**src/rtl/cvxif_sched_pkg.sv**
```systemverilog
// Shared types for the CV-X-IF execution scheduler: FSM states, buffer entry layout
// and the fixed operand/identifier widths the scheduler is built around.
package cvxif_sched_pkg;

  localparam int unsigned SchedXlen        = 32;
  localparam int unsigned SchedNrRgprPorts = 2;

  typedef logic [3:0] opcode_t;   // 0 is the ILLEGAL opcode
  typedef logic [1:0] hartid_t;
  typedef logic [3:0] id_t;

  localparam opcode_t OPC_ILLEGAL = 4'd0;
  localparam opcode_t OPC_ADD     = 4'd1;

  typedef enum logic [1:0] {
    IDLE,
    EXEC,
    RESP
  } sched_state_e;

  typedef struct packed {
    opcode_t                                    opcode;
    hartid_t                                    hartid;
    id_t                                        id;
    logic [4:0]                                 rd;
    logic                                       we;
    logic [SchedNrRgprPorts*SchedXlen-1:0]      rs;
    logic                                       committed;
    logic                                       killed;
  } sched_entry_t;

endpackage

```
**src/rtl/cvxif_sched_buffer.sv**
```systemverilog
// In-order circular instruction buffer. Holds decoded instructions until the
// scheduler pops them, and applies commit/kill transactions to the oldest
// matching live entry (or to the entry being written this cycle).
module cvxif_sched_buffer
  import cvxif_sched_pkg::*;
#(
  parameter int unsigned Depth = 4
) (
  input  logic                         clk_i,
  input  logic                         rst_ni,
  input  logic                         push_i,
  input  sched_entry_t                 push_entry_i,
  input  logic                         pop_i,
  input  logic                         commit_valid_i,
  input  hartid_t                      commit_hartid_i,
  input  id_t                          commit_id_i,
  input  logic                         commit_kill_i,
  output logic                         full_o,
  output logic                         head_valid_o,
  output sched_entry_t                 head_entry_o,
  output logic [$clog2(Depth+1)-1:0]   occupancy_o
);

  localparam int unsigned PtrW = $clog2(Depth);
  localparam int unsigned CntW = $clog2(Depth+1);
  typedef logic [PtrW-1:0] ptr_t;

  sched_entry_t      entries_reg [Depth];
  logic [Depth-1:0]  valid_reg;
  ptr_t              head_reg;
  ptr_t              tail_reg;
  logic [CntW-1:0]   count_reg;

  ptr_t              age_idx   [Depth];
  logic [Depth-1:0]  age_match;
  logic              mark_hit;
  ptr_t              mark_idx;
  logic              push_match;
  sched_entry_t      push_entry_next;

  // Age-ordered view: slot gi is the gi-th oldest entry. A commit only takes a
  // fresh entry; a kill may also take a committed one so an in-flight
  // instruction can still be squashed while it executes.
  for (genvar gi = 0; gi < Depth; gi++) begin : g_age
    assign age_idx[gi]   = head_reg + ptr_t'(gi);
    assign age_match[gi] = commit_valid_i
                         && valid_reg[age_idx[gi]]
                         && (entries_reg[age_idx[gi]].hartid == commit_hartid_i)
                         && (entries_reg[age_idx[gi]].id == commit_id_i)
                         && !entries_reg[age_idx[gi]].killed
                         && (commit_kill_i || !entries_reg[age_idx[gi]].committed);
  end

  // Pick the oldest matching entry; fall back to the entry being pushed.
  always_comb begin
    mark_hit = 1'b0;
    mark_idx = '0;
    for (int k = int'(Depth) - 1; k >= 0; k--) begin
      if (age_match[k]) begin
        mark_hit = 1'b1;
        mark_idx = age_idx[k];
      end
    end
    push_match = commit_valid_i && !mark_hit
               && (push_entry_i.hartid == commit_hartid_i)
               && (push_entry_i.id == commit_id_i);
    push_entry_next           = push_entry_i;
    push_entry_next.committed = push_match && !commit_kill_i;
    push_entry_next.killed    = push_match && commit_kill_i;
  end

  // Entry storage, pointers and occupancy.
  always_ff @(posedge clk_i or negedge rst_ni) begin
    if (!rst_ni) begin
      for (int k = 0; k < int'(Depth); k++) entries_reg[k] <= '0;
      valid_reg <= '0;
      head_reg  <= '0;
      tail_reg  <= '0;
      count_reg <= '0;
    end else begin
      if (mark_hit) begin
        if (commit_kill_i) entries_reg[mark_idx].killed    <= 1'b1;
        else               entries_reg[mark_idx].committed <= 1'b1;
      end
      if (push_i) begin
        entries_reg[tail_reg] <= push_entry_next;
        valid_reg[tail_reg]   <= 1'b1;
        tail_reg              <= tail_reg + ptr_t'(1);
      end
      if (pop_i) begin
        valid_reg[head_reg] <= 1'b0;
        head_reg            <= head_reg + ptr_t'(1);
      end
      case ({push_i, pop_i})
        2'b10:   count_reg <= count_reg + CntW'(1);
        2'b01:   count_reg <= count_reg - CntW'(1);
        default: count_reg <= count_reg;
      endcase
    end
  end

  assign full_o       = (count_reg == CntW'(Depth));
  assign head_valid_o = valid_reg[head_reg];
  assign head_entry_o = entries_reg[head_reg];
  assign occupancy_o  = count_reg;

endmodule

```
**src/rtl/cvxif_exec_scheduler.sv**
```systemverilog
// Sequences committed CV-X-IF instructions one at a time through the shared
// execution unit and returns their results in issue order.
module cvxif_exec_scheduler
  import cvxif_sched_pkg::*;
#(
  parameter int unsigned Depth = 4
) (
  input  logic                                  clk_i,
  input  logic                                  rst_ni,
  input  logic                                  in_valid_i,
  output logic                                  in_ready_o,
  input  opcode_t                               in_opcode_i,
  input  hartid_t                               in_hartid_i,
  input  id_t                                   in_id_i,
  input  logic [4:0]                            in_rd_i,
  input  logic                                  in_we_i,
  input  logic [SchedNrRgprPorts*SchedXlen-1:0] in_rs_i,
  input  logic                                  commit_valid_i,
  input  hartid_t                               commit_hartid_i,
  input  id_t                                   commit_id_i,
  input  logic                                  commit_kill_i,
  output logic                                  exe_valid_o,
  input  logic                                  exe_ready_i,
  output opcode_t                               exe_opcode_o,
  output logic [SchedNrRgprPorts*SchedXlen-1:0] exe_rs_o,
  input  logic                                  exe_done_i,
  input  logic [SchedXlen-1:0]                  exe_data_i,
  output logic                                  result_valid_o,
  input  logic                                  result_ready_i,
  output hartid_t                               result_hartid_o,
  output id_t                                   result_id_o,
  output logic [4:0]                            result_rd_o,
  output logic                                  result_we_o,
  output logic [SchedXlen-1:0]                  result_data_o,
  output logic [$clog2(Depth+1)-1:0]            occupancy_o
);

  sched_state_e         state_reg, state_next;
  logic                 full;
  logic                 head_valid;
  sched_entry_t         head_entry;
  sched_entry_t         push_entry;
  logic                 push;
  logic                 pop;
  logic                 capture;
  hartid_t              res_hartid_reg;
  id_t                  res_id_reg;
  logic [4:0]           res_rd_reg;
  logic                 res_we_reg;
  logic [SchedXlen-1:0] res_data_reg;

  assign in_ready_o = !full;
  assign push       = in_valid_i && in_ready_o;

  // Assemble the buffer entry; commit flags are resolved inside the buffer.
  always_comb begin
    push_entry        = '0;
    push_entry.opcode = in_opcode_i;
    push_entry.hartid = in_hartid_i;
    push_entry.id     = in_id_i;
    push_entry.rd     = in_rd_i;
    push_entry.we     = in_we_i;
    push_entry.rs     = in_rs_i;
  end

  cvxif_sched_buffer #(
    .Depth (Depth)
  ) u_buffer (
    .clk_i           (clk_i),
    .rst_ni          (rst_ni),
    .push_i          (push),
    .push_entry_i    (push_entry),
    .pop_i           (pop),
    .commit_valid_i  (commit_valid_i),
    .commit_hartid_i (commit_hartid_i),
    .commit_id_i     (commit_id_i),
    .commit_kill_i   (commit_kill_i),
    .full_o          (full),
    .head_valid_o    (head_valid),
    .head_entry_o    (head_entry),
    .occupancy_o     (occupancy_o)
  );

  // FSM state register.
  always_ff @(posedge clk_i or negedge rst_ni) begin
    if (!rst_ni) state_reg <= IDLE;
    else         state_reg <= state_next;
  end

  // Next-state, dispatch request, pop and result capture decisions.
  always_comb begin
    state_next  = state_reg;
    exe_valid_o = 1'b0;
    pop         = 1'b0;
    capture     = 1'b0;
    case (state_reg)
      IDLE: begin
        if (head_valid) begin
          if (head_entry.killed) begin
            pop = 1'b1;
          end else if (head_entry.committed) begin
            exe_valid_o = 1'b1;
            if (exe_ready_i) state_next = EXEC;
          end
        end
      end
      EXEC: begin
        if (exe_done_i) begin
          if (head_entry.killed) begin
            pop        = 1'b1;
            state_next = IDLE;
          end else begin
            capture    = 1'b1;
            state_next = RESP;
          end
        end
      end
      RESP: begin
        if (result_ready_i) begin
          pop        = 1'b1;
          state_next = IDLE;
        end
      end
      default: state_next = IDLE;
    endcase
  end

  // Result register: frozen from execution done until the core takes it.
  always_ff @(posedge clk_i or negedge rst_ni) begin
    if (!rst_ni) begin
      res_hartid_reg <= '0;
      res_id_reg     <= '0;
      res_rd_reg     <= '0;
      res_we_reg     <= 1'b0;
      res_data_reg   <= '0;
    end else if (capture) begin
      res_hartid_reg <= head_entry.hartid;
      res_id_reg     <= head_entry.id;
      res_rd_reg     <= head_entry.rd;
      res_we_reg     <= head_entry.we;
      res_data_reg   <= exe_data_i;
    end
  end

  assign exe_opcode_o    = exe_valid_o ? head_entry.opcode : OPC_ILLEGAL;
  assign exe_rs_o        = exe_valid_o ? head_entry.rs : '0;
  assign result_valid_o  = (state_reg == RESP);
  assign result_hartid_o = res_hartid_reg;
  assign result_id_o     = res_id_reg;
  assign result_rd_o     = res_rd_reg;
  assign result_we_o     = res_we_reg;
  assign result_data_o   = res_data_reg;

endmodule
```
**config.mk**
```make
export PLATFORM = sky130hd
export DESIGN_NAME = cvxif_exec_scheduler
export DESIGN_NICKNAME = d
export VERILOG_FILES = /design/src/rtl/cvxif_sched_pkg.sv /design/src/rtl/cvxif_sched_buffer.sv /design/src/rtl/cvxif_exec_scheduler.sv
export SDC_FILE = /design/constraint.sdc
export NUM_CORES = 1
export LEC_CHECK = 0
export BUFFER_PORTS_ARGS = -buffer_cell sky130_fd_sc_hd__buf_2
export CORE_MARGIN = 2
export CORE_UTILIZATION = 45
export CTS_BUF_LIST = sky130_fd_sc_hd__clkbuf_4
export CTS_CLUSTER_SIZE = 16
export DETAILED_ROUTE_END_ITERATION = 10
export SLEW_MARGIN = 20
export SYNTH_ARGS = -nofsm -noshare
export SYNTH_HDL_FRONTEND = slang
export SYNTH_SLANG_ARGS = --single-unit
```
**constraint.sdc**
```tcl
create_clock -name clk_i -period 5.4 [get_ports clk_i]
set_clock_uncertainty 0.2 [all_clocks]
set_input_delay 0.54 -clock clk_i [delete_from_list [all_inputs] [get_ports clk_i]]
set_output_delay 0.54 -clock clk_i [all_outputs]
set_load 0.02 [all_outputs]
```
==> flow_summary.yaml, run 1 <==
clocking:
  tritoncts: "yes"
  cts.htree.levels: 3
  cts.sinks: 385
  clkTransAtPathRegs_ns: 0.06
  post-cts-setup-buffers: 0
  clock_tree.root_cell: "clkbuf_4"
  insertion_delay_ns: 0.78
  clk_path_buf_depth: 3
  cts_buffers: 101
setup_path:
  rr_worst_depth: 10
  crit_arrival_ns: 4.30
  worstPathRequired_ns: 4.66
  reg2reg_slack_ns: 1.16
  crit_type: "reg -> out"
  crit_path_end_kind: "output pin"
  rr_endpoint: "u_buffer.entries_reg[246]"
  crit_fanout: 43
  start_kind: "flop"
  rr_startpoint: "u_buffer.head_reg[0]"
logic_synthesis:
  synth_top_area_share_pct: 52.4
  ys_dominant_reg_cell: "dfrtp_1"
  synth_edf_count: 0
  ys_ff_latch: 385
  synth_most_common_cell: "nand2_1"
  synth_async_sr_flop_share_pct: 100
  synth_area_mm2: 0.0184
  synth.top_cells.by_area: "dfrtp_1 (52%), nand2_1 (13%), mux4_2 (11%), mux2_2 (9.8%), nor2b_1 (2.5%)"
  synth_commonest_cells: "nand2_1 (630), dfrtp_1 (385), mux2_2 (160), mux4_2 (91), clkbuf_1 (81)"
  yosys_warnings: 0
  synth_nets: 1785
  syn_area_per_cell_um2: 11.1
  syn_inst: 1649
  synth_cell_types: 60
  yosysSeqAreaShare_pct: 52.4
  synth_area_leader_cell: "dfrtp_1"
place:
  place_area_mm2: 0.0201
  dp_hpwl_um: 27600
  portBuffers: 243
  gp_congestion: 0.841
  placed_cells: 2335
drt:
  wl_per_cell_um: 18.1
  drc: 0
  drt_iter0_drc: 788
  vias: 13713
  drt_pre_antenna_iters: 5
  ant_nets: 0
  wl_um: 47600
  vias_per_cell: 5.21
global_route:
  antenna_found_initial: 2
  track_usage_pct: 22.8
  grt_pass1_wl_um: 75800
  grt_pass1_vias: 14152
  grt_max_degree: 138
  overflow: 0
floorplanning:
  num_rows: 74
  die-area_mm2: 0.0425
  initial_core_util_pct: 45.3
  die_y_um: 206
  io_pins: 244
  die_x_um: 206
  core_area_mm2: 0.0406
power:
  p_total_mw: 13.9
  p_per_area_mw_per_mm2: 615
  power_leakage_nw: 11.0
  vdd_drop_max_v: 0.000304
layout:
  largest_reg_flops: 328
  drive_gt1_share_pct: 33.1
  layoutNonFillerInstCount: 2634
  area_growth_pct: 22.7
  fillers: 3536
  final_nets: 2159
  final_area_mm2: 0.0225
sta:
  period_needed_ns: 5.04
  hold_viol_final: 0
  tightestPinTransition_ns: 0.981
  setup_tns_ns: 0
  slew_violations: 0
  fmax_ghz: 0.199
  rsz0062_at_grt: "no"
  setup_violations: 0
  slew_headroom_pct: 34.6
  post-route-period-util_pct: 93.3
min_path:
  hold_class: "in -> async"
run_status:
  status: "finished, final reports clean"
run:
  drv_cap: 0
==> layout make-up <==
class / count / area, um^2 / share of cell area, %
diodes: 3 / 7.51 / 0.0333
clock buffers: 158 / 1190 / 5.26
clock inverters: 21 / 118 / 0.522
inverters: 12 / 52.6 / 0.233
multi-input cells: 1147 / 8310 / 36.9
flip-flops and latches: 385 / 9640 / 42.8
well taps: 532 / 666 / 2.95
repair buffers: 376 / 2550 / 11.3
==> worst max-delay path by stage <==
stage	startpoint	end	slack [ns]
after floorplan	u_buffer.head_reg[1]	u_buffer.entries_reg[165]	1.51
after global placement	u_buffer.head_reg[0]	u_buffer.entries_reg[164]	1.33
after detailed placement	u_buffer.head_reg[0]	u_buffer.entries_reg[246]	1.19
after CTS	u_buffer.head_reg[0]	exe_rs_o[37]	0.27
after global routing	u_buffer.head_reg[0]	exe_rs_o[43]	0.07
final	u_buffer.head_reg[0]	exe_rs_o[43]	0.36
==> per-layer routing <==
layer / GRT usage, % / wire [um] / part of all wire, % / vias to the layer above
met4: 7.83 / 885 / 1.9 / 0
met2: 37.3 / 23100 / 48 / 403
met3: 4.62 / 2640 / 5.5 / 76
met1: 30.3 / 21000 / 44 / 6857
met5: 0 / 0 / 0 / -
li1: - / - / - / 6377
==> cells in the final DEF, fill, tap and decap left out, drive strengths merged, types with 8 or more instances in the layout <==
cell,netlist,layout
o31ai,9,9
o31a,8,8
mux2,160,160
xnor2,19,19
nor2b,73,73
dlygate4sd3,0,117
mux2i,22,22
nor2,18,18
a21oi,11,11
mux4,95,95
ha,9,9
dfrtp,385,385
xor2,19,19
clkinv,1,16
o21ai,11,11
nand2,630,630
buf,24,259
inv,11,13
clkbuf,81,158
==> worst max-delay path, cell delays in order, from the launching register on <==
cell	delay, ns
dfrtp_4	0.47
buf_4	0.56
mux4_2	0.36
nand2b_1	0.08
a2111oi_0	0.68
nand2b_2	0.59
buf_12	0.36
nor2b_1	0.18
buf_2	0.19
==> where the power goes <==
| group | internal (mW) | total (mW) | leakage (nW) | switching [mW] |
|---|---|---|---|---|
| logic | 2.97 | 6.24 | 5.51 | 3.28 |
| clock network | 1.37 | 2.57 | 0.776 | 1.20 |
| registers | 4.27 | 5.05 | 4.72 | 0.784 |
| total | 8.60 | 13.9 | 11.0 | 5.26 |
==> logic make-up (layout without fill, tap and decap cells) <==
| logic type | count (synthesis) | in the layout | synth area share [%] |
|---|---|---|---|
| DFF | 385 | 385 | 52.4 |
| buffers and inverters | 117 | 567 | 2.68 |
| and+or+nand+nor | 762 | 762 | 17.2 |
| muxes | 277 | 277 | 22.7 |
| other | 0 | 3 | 0 |
| adders and majority gates | 10 | 10 | 0.722 |
| AOI/OAI and AO/OA | 60 | 60 | 2.40 |
| xor gates and xnor gates | 38 | 38 | 1.81 |
==> what timing repair did <==
item | in CTS | in global routing
resized for setup | 0 | 0
hold buffers | 117 | 0
hold endpoints to repair | 450 | 0
==> metrics by stage <==
step | utilization (%) | setup WS [ns] | hold slack (ns)
6_report | 55.6 | 0.362 | 0.181
5_1_grt | 55.6 | 0.0655 | 0.159
4_1_cts | 55.6 | 0.272 | 0.121
3_5_place_dp | 49.5 | 1.19 | 0.256
3_3_place_gp | 49.5 | 1.33 | 0.252
2_1_floorplan | - | 1.51 | 0.0444
(Power assumes the default switching activity.)
==> run 2: changes to the inputs <==
CORE_MARGIN = unset   (was 2)
==> flow_summary.yaml, run 2 (same netlist as run 1, synthesis figures left out) <==
setup_path:
  rr_startpoint: "u_buffer.head_reg[0]"
  crit_fanout: 43
  path_buf_inv: 2
  cpMaxStageDelayCell: "dfrtp_4"
  worstPathRequired_ns: 4.66
  crit_arrival_ns: 4.09
  crit_path_max_incr_delay_ns: 0.75
  crit_path_end_kind: "output pin"
  crit_type: "reg -> out"
  reg2reg_slack_ns: 1.02
  critPathTopFamily: "simple AND/OR/NAND/NOR gates"
  crit_start: "u_buffer.head_reg[0]"
  rr_endpoint: "u_buffer.entries_reg[164]"
  crit_chain: "mux4_2 -> nand2b_1 -> a2111oi_4 -> nand2b_2 -> buf_12 -> nor2b_1 -> buf_2"
  rr_worst_depth: 10
  start_kind: "flop"
drt:
  vias_per_cell: 5.21
  vias: 13710
  wl_per_cell_um: 18.0
  drc: 0
  drt_iter0_drc: 862
  wl_um: 47300
  ant_nets: 0
  drt_pre_antenna_iters: 5
place:
  portBuffers: 243
  dp_slack_ns: 1.01
  gp_congestion: 0.821
  dp_hpwl_um: 27300
clocking:
  insertion_delay_ns: 0.78
  tritoncts: "yes"
  cts.sinks: 385
  cts_buffers: 102
  clock_tree.root_cell: "clkbuf_4"
  clkTransAtPathRegs_ns: 0.07
  cts.htree.levels: 3
  post-cts-setup-buffers: 0
  clk_path_buf_depth: 3
layout:
  layout.cells.most_common: "nand2_1"
  drive_gt1_share_pct: 32.8
  final_nets: 2160
  largest_reg_flops: 328
  mostFrequentLayoutCells: "nand2_1 (626), dfrtp_1 (383), buf_2 (242), mux2_2 (160), clkbuf_4 (154)"
  seq_area_mm2: 0.00964
  area_growth_pct: 22.8
  multi_input_area_mm2: 0.00834
  fillers: 3505
min_path:
  hold_start: "in_valid_i"
  whs_endpoint: "u_buffer.entries_reg[166]"
  min_path_cells: 4
  hold_class: "in -> reg"
sta:
  hold_viol_final: 0
  post-route-period-util_pct: 89.5
  setup_tns_ns: 0
  rsz0062_at_grt: "no"
  setup_violations: 0
  finalWorstSetupSlack_ns: 0.569
  slew_headroom_pct: 39.9
  tightestPinTransition_ns: 0.901
  slew_violations: 0
  period_needed_ns: 4.83
  fmax_ghz: 0.207
power:
  p_per_area_mw_per_mm2: 615
  vdd_drop_max_v: 0.000272
  power_leakage_nw: 11.0
floorplanning:
  die_y_um: 204
  io_pins: 244
  core_area_mm2: 0.0400
  initial_core_util_pct: 45.9
  die-area_mm2: 0.0417
  num_rows: 73
  die_x_um: 204
global_route:
  grt_max_degree: 124
  antenna_found_initial: 4
  overflow: 0
  grt_pass1_vias: 14154
  track_usage_pct: 23.3
  grt_pass1_wl_um: 76300
run_status:
  status: "finished, final reports clean"
run:
  drv_cap: 0
-- run 2: layer usage --
layer	part of all wire (%)	track usage (%)	vias up	routed length, um
met4	1.6	8.00	0	772
met3	5.4	4.70	67	2580
met1	45	31.2	6859	21400
li1	-	-	6391	-
met5	0	0	-	0
met2	48	37.8	393	22600
-- run 2: how the worst max path moves through the flow --
stage                                 to  slack [ns]  depth (start not counted)
6_report                    exe_rs_o[35]        0.57                          7
5_1_grt                     exe_rs_o[31]        0.30                          7
4_1_cts                     exe_rs_o[35]        0.25                          7
3_5_place_dp   u_buffer.entries_reg[164]        1.01                          9
3_3_place_gp   u_buffer.entries_reg[164]        1.05                          9
2_1_floorplan  u_buffer.entries_reg[165]        1.51                         14
-- run 2: final cells by class --
class / count / area share [%]
multi-input combinational: 1148 / 37.0
tap: 525 / 2.91
antenna: 4 / 0.0444
clock buffer: 154 / 5.12
sequential: 385 / 42.7
clock inverter: 28 / 0.721
timing repair buffer: 375 / 11.3
inverter: 12 / 0.233
-- run 2: per-stage QoR --
stage / std cells / hold slack [ns] / utilization, % / power, mW / area [um^2]
after floorplan: 1649 / 0.0444 / - / 9.51 / 18400
after global placement: 2327 / 0.252 / 50.1 / 11.1 / 20000
after detailed placement: 2327 / 0.259 / 50.1 / 11.3 / 20000
after CTS: 2626 / 0.103 / 56.3 / 14.0 / 22500
after global routing: 2631 / 0.150 / 56.4 / 14.9 / 22600
final: 2631 / 0.192 / 56.4 / 13.9 / 22600
-- run 2: where the power goes --
group	switching (mW)	total [mW]	internal, mW
registers	0.857	5.12	4.26
logic	3.20	6.17	2.97
clock network	1.21	2.60	1.39
-- run 2: worst register-to-register path: stages, from the launching register on --
cell	delay [ns]
dfrtp_4	0.75
inv_8	0.11
ha_1	0.85
mux2i_1	0.34
nor3_1	0.07
or4b_1	0.59
or3_4	0.40
o2111a_1	0.28
a221o_1	0.34
o2bb2ai_1	0.20
o31ai_1	0.09
-- run 2: what timing repair did --
item / 4_1_cts / 5_1_grt
endpoints found under the hold margin: 463 / 0
endpoints found under the setup margin: 0 / 8
hold buffers: 117 / 0
gates resized for setup: 0 / 3
==> run 3: changes to the inputs <==
SYNTH_HIERARCHICAL = 1   (was unset)
==> flow_summary.yaml, run 3 <==
layout:
  fillers: 3478
  largest_reg_flops: 328
  mostFrequentLayoutCells: "dfrtp_1 (383), mux2_2 (367), buf_2 (242), clkbuf_4 (155), dlygate4sd3_1 (118)"
  drive_gt1_share_pct: 56.5
  seq_area_mm2: 0.00964
  final_area_mm2: 0.0232
  fin_util_pct: 56.2
  multi_input_area_mm2: 0.00856
  area_growth_pct: 22.3
  final_nets: 1810
  layout.cells.most_common: "dfrtp_1"
logic_synthesis:
  yosys_warnings: 6
  syn_inst: 1275
  synth_area_mm2: 0.0189
  synth_nets: 1411
  syn_area_per_cell_um2: 14.9
place:
  portBuffers: 243
  place_area_mm2: 0.0206
  dp_hpwl_um: 27100
  gp_congestion: 0.807
setup_path:
  reg2reg_slack_ns: 1.41
  worstPathRequired_ns: 4.66
  path_buf_inv: 4
  crit_path_max_incr_delay_ns: 0.69
  crit_fanout: 47
  start_kind: "flop"
  crit_chain: "buf_4 -> mux4_2 -> inv_4 -> buf_12 -> nor3_2 -> buf_2"
  crit_path_end_kind: "output pin"
  crit_type: "reg -> out"
  cpMaxStageDelayCell: "mux4_2"
  critPathTopFamily: "buffers and inverters"
  crit_arrival_ns: 3.69
floorplanning:
  initial_core_util_pct: 46.0
  io_pins: 244
  core_area_mm2: 0.0412
  die_y_um: 207
  die-area_mm2: 0.0429
  num_rows: 74
  die_x_um: 207
sta:
  hold_viol_final: 0
  rsz0062_at_grt: "no"
  fmax_ghz: 0.226
  slew_violations: 0
  tightestPinTransition_ns: 1.02
  hold_slack_ns: 0.116
  period_needed_ns: 4.43
  post-route-period-util_pct: 82.1
  setup_violations: 0
  slew_headroom_pct: 31.8
  setup_tns_ns: 0
clocking:
  post-cts-setup-buffers: 0
  clkTransAtPathRegs_ns: 0.07
  clk_path_buf_depth: 3
  cts.htree.levels: 3
  insertion_delay_ns: 0.83
  cts_buffers: 104
  cts_resized: 0
  hold_buffers: 119
  cts.sinks: 385
  tritoncts: "yes"
  clock_tree.root_cell: "clkbuf_4"
global_route:
  antenna_found_initial: 7
  overflow: 0
  grt_pass1_wl_um: 74600
  grt_max_degree: 164
  track_usage_pct: 22.0
  grt_pass1_vias: 13628
power:
  p_sw_share_pct: 37.7
  p_sw_mw: 5.69
  vdd_drop_max_v: 0.000286
  p_total_mw: 15.1
  internal_power_mw: 9.41
  p_clk_share_pct: 17.2
  p_per_area_mw_per_mm2: 651
  power_leakage_nw: 10.4
  comb_power_share_pct: 48.7
  seqPwrFrac_pct: 34.1
min_path:
  hold_class: "in -> async"
drt:
  vias: 12163
  drc: 0
  wl_um: 45300
  drt_pre_antenna_iters: 4
  vias_per_cell: 5.32
  ant_nets: 0
  wl_per_cell_um: 19.8
  drt_iter0_drc: 551
run:
  drv_cap: 0
run_status:
  status: "finished, final reports clean"
==> run 3: per-stage QoR <==
stage	setup WS (ns)	std cells
2_1_floorplan	2.06	1275
3_3_place_gp	1.44	1980
3_5_place_dp	1.38	1980
4_1_cts	0.422	2279
5_1_grt	0.622	2288
6_report	0.966	2288
==> run 3: cell type report <==
class                           count  area share, %
Clock buffer                      155           5.02
Multi-Input combinational cell    715           37.0
Clock inverter                     25          0.659
Inverter                           84           1.37
Antenna cell                        8         0.0864
Tap cell                          532           2.87
Timing Repair Buffer              384           11.4
Sequential cell                   385           41.6
==> run 3: power by group through the flow <==
stage	sequential (mW)	clock (mW)	combinational (mW)
after CTS	5.14	2.72	7.41
after global placement	5.12	0	7.22
final	5.15	2.60	7.34
after detailed placement	5.18	0	7.30
after global routing	5.35	2.89	7.94
after floorplan	5.13	0	5.61
==> run 3: worst register-to-register path, cell delays in order, from the launching register on <==
cell,delay [ns]
dfrtp_4,0.50
inv_2,0.24
ha_1,0.57
buf_4,0.31
mux4_1,0.59
xnor2_1,0.16
nand2_1,0.11
nor4_2,0.38
nand2b_1,0.19
or3b_1,0.36
o21ai_2,0.14
o41ai_2,0.11
==> run 3: per-layer routing <==
| layer | global-route usage (%) | wire, um |
|---|---|---|
| met4 | 7.90 | 767 |
| met5 | 0 | 0 |
| met3 | 5.20 | 2210 |
| met2 | 36.2 | 22400 |
| met1 | 28.5 | 19900 |
==> run 3: path summary, 6_finish.rpt <==
check | start | endpoint | cells past startpoint
setup / recovery | u_buffer/head_reg[0] | exe_rs_o[37] | 6
hold / removal | rst_ni | u_buffer/entries_reg[237] | 3
setup reg to reg | u_buffer/head_reg[0] | u_buffer/entries_reg[246] | 11
hold reg to reg | u_buffer/occupancy_o[2] | u_buffer/occupancy_o[2] | 1
max in group asynchronous | rst_ni | u_buffer/entries_reg[97] | 3
min in group clk_i | exe_data_i[3] | result_data_o[3] | 3
